`src/rtl/x_div_iter_pkg.sv`:
```
// x_div_iter_pkg: shared definitions for the iterative signed divider.
// Contents: controller state encoding, iteration count, counter width and
// the most-negative 32-bit value used for the boundary-divisor handling.
package x_div_iter_pkg;

    typedef enum logic [1:0] {
        IDLE = 2'd0,
        RUN  = 2'd1,
        DONE = 2'd2
    } state_e;

    localparam int unsigned DIV_STEPS = 32;
    localparam int unsigned CNT_W     = 5;
    localparam logic [31:0] MIN_INT   = 32'h8000_0000;

endpackage

```
`src/rtl/x_div_negate.sv`:
```
// x_div_negate: 32-bit two's complement negation (combinational).
// Ports:
//   in_val  - value to negate
//   out_val - -in_val (0x80000000 maps to itself)
module x_div_negate (
    input  logic [31:0] in_val,
    output logic [31:0] out_val
);

    assign out_val = ~in_val + 32'd1;

endmodule

```
`src/rtl/x_div_partial.sv`:
```
// x_div_partial: one restoring-division step (combinational).
// Ports:
//   divisor     - divisor magnitude, must be < 2^31
//   partial_in  - {remainder, quotient} already shifted left by one
//   partial_out - updated {remainder, quotient}
module x_div_partial (
    input  logic [31:0] divisor,
    input  logic [63:0] partial_in,
    output logic [63:0] partial_out
);

    logic [31:0] diff;

    assign diff = partial_in[63:32] - divisor;

    // With divisor < 2^31 and remainder < 2*divisor, bit 31 of the
    // difference is an exact "remainder < divisor" indicator.
    always_comb begin
        partial_out = partial_in;
        if (!diff[31]) begin
            partial_out = {diff, partial_in[31:1], 1'b1};
        end
    end

endmodule

```
`src/rtl/x_div_iter.sv`:
```
// x_div_iter: sequential signed 32-bit divider, one restoring step per clock.
// Ports:
//   clock          - rising-edge clock
//   reset_n        - asynchronous active-low reset
//   ctrl_div       - start pulse; also aborts and restarts a running divide
//   data_operandA  - dividend (two's complement)
//   data_operandB  - divisor (two's complement)
//   data_result    - quotient, truncated toward zero
//   data_exception - divide-by-zero flag, valid with data_resultRDY
//   data_resultRDY - one-cycle result-valid pulse, 33 edges after start
//   data_remainder - remainder, sign follows dividend (X_DIV_REMAINDER_EN only)
// Optional feature macro: X_DIV_REMAINDER_EN.
module x_div_iter
    import x_div_iter_pkg::*;
#(
    parameter int unsigned WIDTH = 32,
    parameter int unsigned STEPS = DIV_STEPS
) (
    input  logic             clock,
    input  logic             reset_n,
    input  logic             ctrl_div,
    input  logic [WIDTH-1:0] data_operandA,
    input  logic [WIDTH-1:0] data_operandB,
    output logic [WIDTH-1:0] data_result,
    output logic             data_exception,
`ifdef X_DIV_REMAINDER_EN
    output logic [WIDTH-1:0] data_remainder,
`endif
    output logic             data_resultRDY
);

    state_e             state_q, state_d;
    logic [CNT_W-1:0]   count_q, count_d;
    logic [63:0]        partial_q, partial_d;
    logic [31:0]        divisor_q, divisor_d;
    logic               sign_a_q, sign_a_d;
    logic               sign_b_q, sign_b_d;
    logic               b_zero_q, b_zero_d;
    logic               b_min_q, b_min_d;
    logic               a_min_q, a_min_d;
    logic [WIDTH-1:0]   result_q, result_d;
    logic               exc_q, exc_d;
    logic               rdy_q, rdy_d;

    logic [31:0] neg_a, neg_b, neg_q, quot_final;
    logic [63:0] step_out;

    x_div_negate u_neg_a (.in_val(data_operandA), .out_val(neg_a));
    x_div_negate u_neg_b (.in_val(data_operandB), .out_val(neg_b));
    x_div_negate u_neg_q (.in_val(partial_q[31:0]), .out_val(neg_q));

    x_div_partial u_step (
        .divisor    (divisor_q),
        .partial_in ({partial_q[62:0], 1'b0}),
        .partial_out(step_out)
    );

    // Divisor 0x80000000 bypasses the step result: |A| <= 2^31 gives q in {0,1}.
    always_comb begin
        quot_final = sign_a_q ^ sign_b_q ? neg_q : partial_q[31:0];
        if (b_zero_q) begin
            quot_final = '0;
        end else if (b_min_q) begin
            quot_final = a_min_q ? 32'd1 : 32'd0;
        end
    end

`ifdef X_DIV_REMAINDER_EN
    logic [31:0] neg_r, rem_final;
    logic [31:0] dividend_q, dividend_d;
    logic [WIDTH-1:0] rem_q, rem_d;

    x_div_negate u_neg_r (.in_val(partial_q[63:32]), .out_val(neg_r));

    always_comb begin
        rem_final = sign_a_q ? neg_r : partial_q[63:32];
        if (b_zero_q) begin
            rem_final = '0;
        end else if (b_min_q) begin
            rem_final = a_min_q ? 32'd0 : dividend_q;
        end
    end

    always_comb begin
        dividend_d = dividend_q;
        rem_d      = rem_q;
        if (ctrl_div) begin
            dividend_d = data_operandA;
        end else if (state_q == DONE) begin
            rem_d = rem_final;
        end
    end

    always_ff @(posedge clock or negedge reset_n) begin
        if (!reset_n) begin
            dividend_q <= '0;
            rem_q      <= '0;
        end else begin
            dividend_q <= dividend_d;
            rem_q      <= rem_d;
        end
    end

    assign data_remainder = rem_q;
`endif

    always_comb begin
        state_d   = state_q;
        count_d   = count_q;
        partial_d = partial_q;
        divisor_d = divisor_q;
        sign_a_d  = sign_a_q;
        sign_b_d  = sign_b_q;
        b_zero_d  = b_zero_q;
        b_min_d   = b_min_q;
        a_min_d   = a_min_q;
        result_d  = result_q;
        exc_d     = exc_q;
        rdy_d     = 1'b0;

        if (ctrl_div) begin
            // A start in any state reloads and restarts; an aborted
            // operation never reaches DONE, so it produces no pulse.
            sign_a_d  = data_operandA[31];
            sign_b_d  = data_operandB[31];
            b_zero_d  = (data_operandB == '0);
            b_min_d   = (data_operandB == MIN_INT);
            a_min_d   = (data_operandA == MIN_INT);
            partial_d = {32'b0, data_operandA[31] ? neg_a : data_operandA};
            divisor_d = data_operandB[31] ? neg_b : data_operandB;
            count_d   = '0;
            state_d   = RUN;
        end else begin
            case (state_q)
                RUN: begin
                    partial_d = step_out;
                    count_d   = count_q + 1'b1;
                    if (count_q == CNT_W'(STEPS - 1)) begin
                        state_d = DONE;
                    end
                end
                DONE: begin
                    result_d = quot_final;
                    exc_d    = b_zero_q;
                    rdy_d    = 1'b1;
                    state_d  = IDLE;
                end
                default: state_d = IDLE;
            endcase
        end
    end

    always_ff @(posedge clock or negedge reset_n) begin
        if (!reset_n) begin
            state_q   <= IDLE;
            count_q   <= '0;
            partial_q <= '0;
            divisor_q <= '0;
            sign_a_q  <= 1'b0;
            sign_b_q  <= 1'b0;
            b_zero_q  <= 1'b0;
            b_min_q   <= 1'b0;
            a_min_q   <= 1'b0;
            result_q  <= '0;
            exc_q     <= 1'b0;
            rdy_q     <= 1'b0;
        end else begin
            state_q   <= state_d;
            count_q   <= count_d;
            partial_q <= partial_d;
            divisor_q <= divisor_d;
            sign_a_q  <= sign_a_d;
            sign_b_q  <= sign_b_d;
            b_zero_q  <= b_zero_d;
            b_min_q   <= b_min_d;
            a_min_q   <= a_min_d;
            result_q  <= result_d;
            exc_q     <= exc_d;
            rdy_q     <= rdy_d;
        end
    end

    assign data_result    = result_q;
    assign data_exception = exc_q;
    assign data_resultRDY = rdy_q;

endmodule

```
`config.mk`:
```
export PLATFORM = sky130hd
export DESIGN_NAME = x_div_iter
export DESIGN_NICKNAME = d
export VERILOG_FILES = /design/src/rtl/x_div_iter_pkg.sv /design/src/rtl/x_div_negate.sv /design/src/rtl/x_div_partial.sv /design/src/rtl/x_div_iter.sv
export SDC_FILE = /design/constraint.sdc
export NUM_CORES = 1
export LEC_CHECK = 0
export CAP_MARGIN = 20
export CELL_PAD_IN_SITES_DETAIL_PLACEMENT = 1
export CELL_PAD_IN_SITES_GLOBAL_PLACEMENT = 2
export CORE_MARGIN = 10
export CORE_UTILIZATION = 37
export CTS_BUF_LIST = sky130_fd_sc_hd__clkbuf_4
export CTS_CLUSTER_DIAMETER = 40
export CTS_CLUSTER_SIZE = 10
export DETAILED_ROUTE_END_ITERATION = 10
export PLACE_DENSITY = 0.92
export SLEW_MARGIN = 30
export SYNTH_ARGS = -nofsm -noshare
export SYNTH_HDL_FRONTEND = slang
export SYNTH_HIERARCHICAL = 1
export SYNTH_SLANG_ARGS = --single-unit
```
`constraint.sdc`:
```
create_clock -name clock -period 3.8 [get_ports clock]
set_clock_uncertainty 0.15 [all_clocks]
set_input_delay 0.76 -clock clock [delete_from_list [all_inputs] [get_ports clock]]
set_output_delay 0.76 -clock clock [all_outputs]
set_load 0.01 [all_outputs]
```
==> flow_metrics.tcl <==
set metrics [dict create \
    dieArea_mm2 0.0373 \
    portBuffers 100 \
    synthesis.nets 1424 \
    path_buf_inv 1 \
    drive_gt1_frac 0.0758 \
    ant_nets 0 \
    clk_path_buf_depth 2 \
    design_area_mm2 0.0125 \
    min_period_ns 3.52 \
    endpoint_kind "flop" \
    cp_max_fo 20 \
    pin_count 101 \
    instances_no_fill 1763 \
    vias 9552 \
    rr_startpoint "partial_q[35]$_DFFE_PN0P_" \
    grt-ovfl-total 0 \
    tritoncts "yes" \
    critical_path.startpoint_type "flop" \
    min_to "data_result[16]$_DFFE_PN0P_" \
    final_common_cell "nand2_1" \
    path_delay_family "compound AO/OA/AOI/OAI gates" \
    crit_path_cell_trace "ha_1 > o211ai_1 > a21oi_2 > o2111ai_2 > a311o_1 > a2111oi_1 > a211o_1 > buf_4 > mux2_1 > nand2_1 > a21oi_1" \
    dp_hpwl_um 23800 \
    grt_pass1_vias 10200 \
    crit_required_ns 4.09 \
    cts.htree.levels 4 \
    grt_pass1_wl_um 54700 \
    holdCritPathClass "reg2reg" \
    status "finished clean" \
    avgSynthCellArea_um2 8.41 \
    rows 63 \
    via_per_inst 5.42 \
    rsz0062_at_grt "false" \
    fmax_mhz 284 \
    fin_crit_sh 0.927 \
    postSynthCellCount 1320 \
    reg2regPathDepth 11 \
    hold_path.startpoint "data_result[16]$_DFFE_PN0P_" \
    r2r-end "partial_q[44]$_DFFE_PN0P_" \
    clock_latency_ns 0.60 \
    drc 0 \
    yosysWarnings 6 \
    drt_iter0_markers 583 \
    max_slew.worst_pin.slew_ns 0.928 \
    clock_sink_count 141 \
    slew_violations 0 \
    ff2ff_setup_slack_ns 0.28 \
    track_usage 0.172 \
    maxCapViolations 0 \
    core_area_mm2 0.0296 \
    cts.reportedPaths.clkPinSlew_ns 0.15 \
    first_pass_iters 7 \
    whs_path_depth 2 \
    leakage_uw 0.00544 \
    hold_violations 0 \
    place_congestion 0.866 \
    area_delta_synth_final_pct 12.1 \
    ir_drop_uv 260 \
    worstPathArrival_ns 3.82 \
    placed_cells 1728 \
    postCtsResizedCells 0 \
    start_util 0.375 \
    crit_type "reg2reg" \
    fin_tns_setup_ns 0 \
    synth_area_mm2 0.0111 \
    setup_viol 0 \
    die_width_um 193 \
    critical-path-max-stage-delay_ns 0.51 \
    clock-root-buffer "clkbuf_4" \
    die_height_um 193 \
    cts_buffers 17 \
    final_cell_mix "nand2_1, a21oi_1, dfrtp_1" \
    wl_per_cell_um 18.4 \
    cp_slowest_cell "a2111oi_1" \
    fin_nets 1463 \
    fillers 3614 \
    grt_antenna_before_repair 1 \
    p_per_area_mw_per_mm2 427 \
    slew_headroom 0.382 \
    placed_cell_area_mm2 0.0121 \
    grt_max_degree 72 \
    wl_um 32400 \
    utilization 0.420 \
]
[power by group]
| part | total [µW] | switching [µW] | leakage (µW) | internal [µW] |
|---|---|---|---|---|
| clock | 999 | 703 | 0.000149 | 295 |
| sequential | 1890 | 200 | 0.00176 | 1690 |
| combinational | 2430 | 1390 | 0.00354 | 1040 |
| total | 5320 | 2290 | 0.00544 | 3020 |
[flip-flops by register name, summed over array words and instances (netlist names)]
| name | count |
|---|---|
| b_zero_q | 1 |
| state_q | 2 |
| partial_q | 63 |
| data_exception | 1 |
| count_q | 5 |
| b_min_q | 1 |
| data_resultRDY | 1 |
| a_min_q | 1 |
| data_result | 32 |
| sign_b_q | 1 |
| sign_a_q | 1 |
| divisor_q | 32 |
[layer usage]
metal / track usage / wire [µm] / up-vias
met2: 0.283 / 15300 / 125
met5: 0 / 0 / -
li1: - / - / 4664
met4: 0.0340 / 337 / 0
met1: 0.234 / 16000 / 4741
met3: 0.0246 / 786 / 22
[tightest hold or removal path: cells and delay by family (launching register included)]
family,cells,cell delay (ns)
AOI/OAI and AO/OA,1,0.06
and+or+nand+nor,1,0.05
DFF,1,0.37
[through the flow]
| step | power, µW | setup WS (ns) | hold WS, ns |
|---|---|---|---|
| 6_report | 5320 | 0.279 | 0.356 |
| 5_1_grt | 5770 | 0.0474 | 0.382 |
| 4_1_cts | 5350 | 0.320 | 0.358 |
| 3_5_place_dp | 4330 | 0.340 | 0.324 |
| 3_3_place_gp | 4250 | 0.457 | 0.319 |
| 2_1_floorplan | 3760 | 0.781 | 0.303 |
[cell type report]
type                       instances  area [µm²]  area share
antenna                            1        2.50    0.000201
clock inverter                    15         144      0.0116
clock buffer                      17         128      0.0103
inverter                          51         193      0.0155
tap                              390         488      0.0392
timing repair buffer             123        1210      0.0974
multi-input combinational       1025        6760       0.543
sequential                       141        3530       0.283
[how the worst max path moves through the flow]
stage | end | slack, ns | from | cells past startpoint
6_report | partial_q[44]$_DFFE_PN0P_ | 0.28 | partial_q[35]$_DFFE_PN0P_ | 11
5_1_grt | partial_q[44]$_DFFE_PN0P_ | 0.05 | divisor_q[4]$_DFFE_PN0P_ | 12
4_1_cts | partial_q[44]$_DFFE_PN0P_ | 0.32 | partial_q[35]$_DFFE_PN0P_ | 11
3_5_place_dp | divisor_q[26]$_DFFE_PN0P_ | 0.34 | data_operandB[5] | 7
3_3_place_gp | divisor_q[26]$_DFFE_PN0P_ | 0.46 | data_operandB[5] | 7
2_1_floorplan | partial_q[50]$_DFFE_PN0P_ | 0.78 | partial_q[33]$_DFFE_PN0P_ | 12
[timing repair]
action / in CTS / in global routing
hold endpoints to repair: 5 / 0
buffers inserted: 0 / 0
hold buffers: 1 / 0
Note: power is estimated with default switching activity, not from simulation.
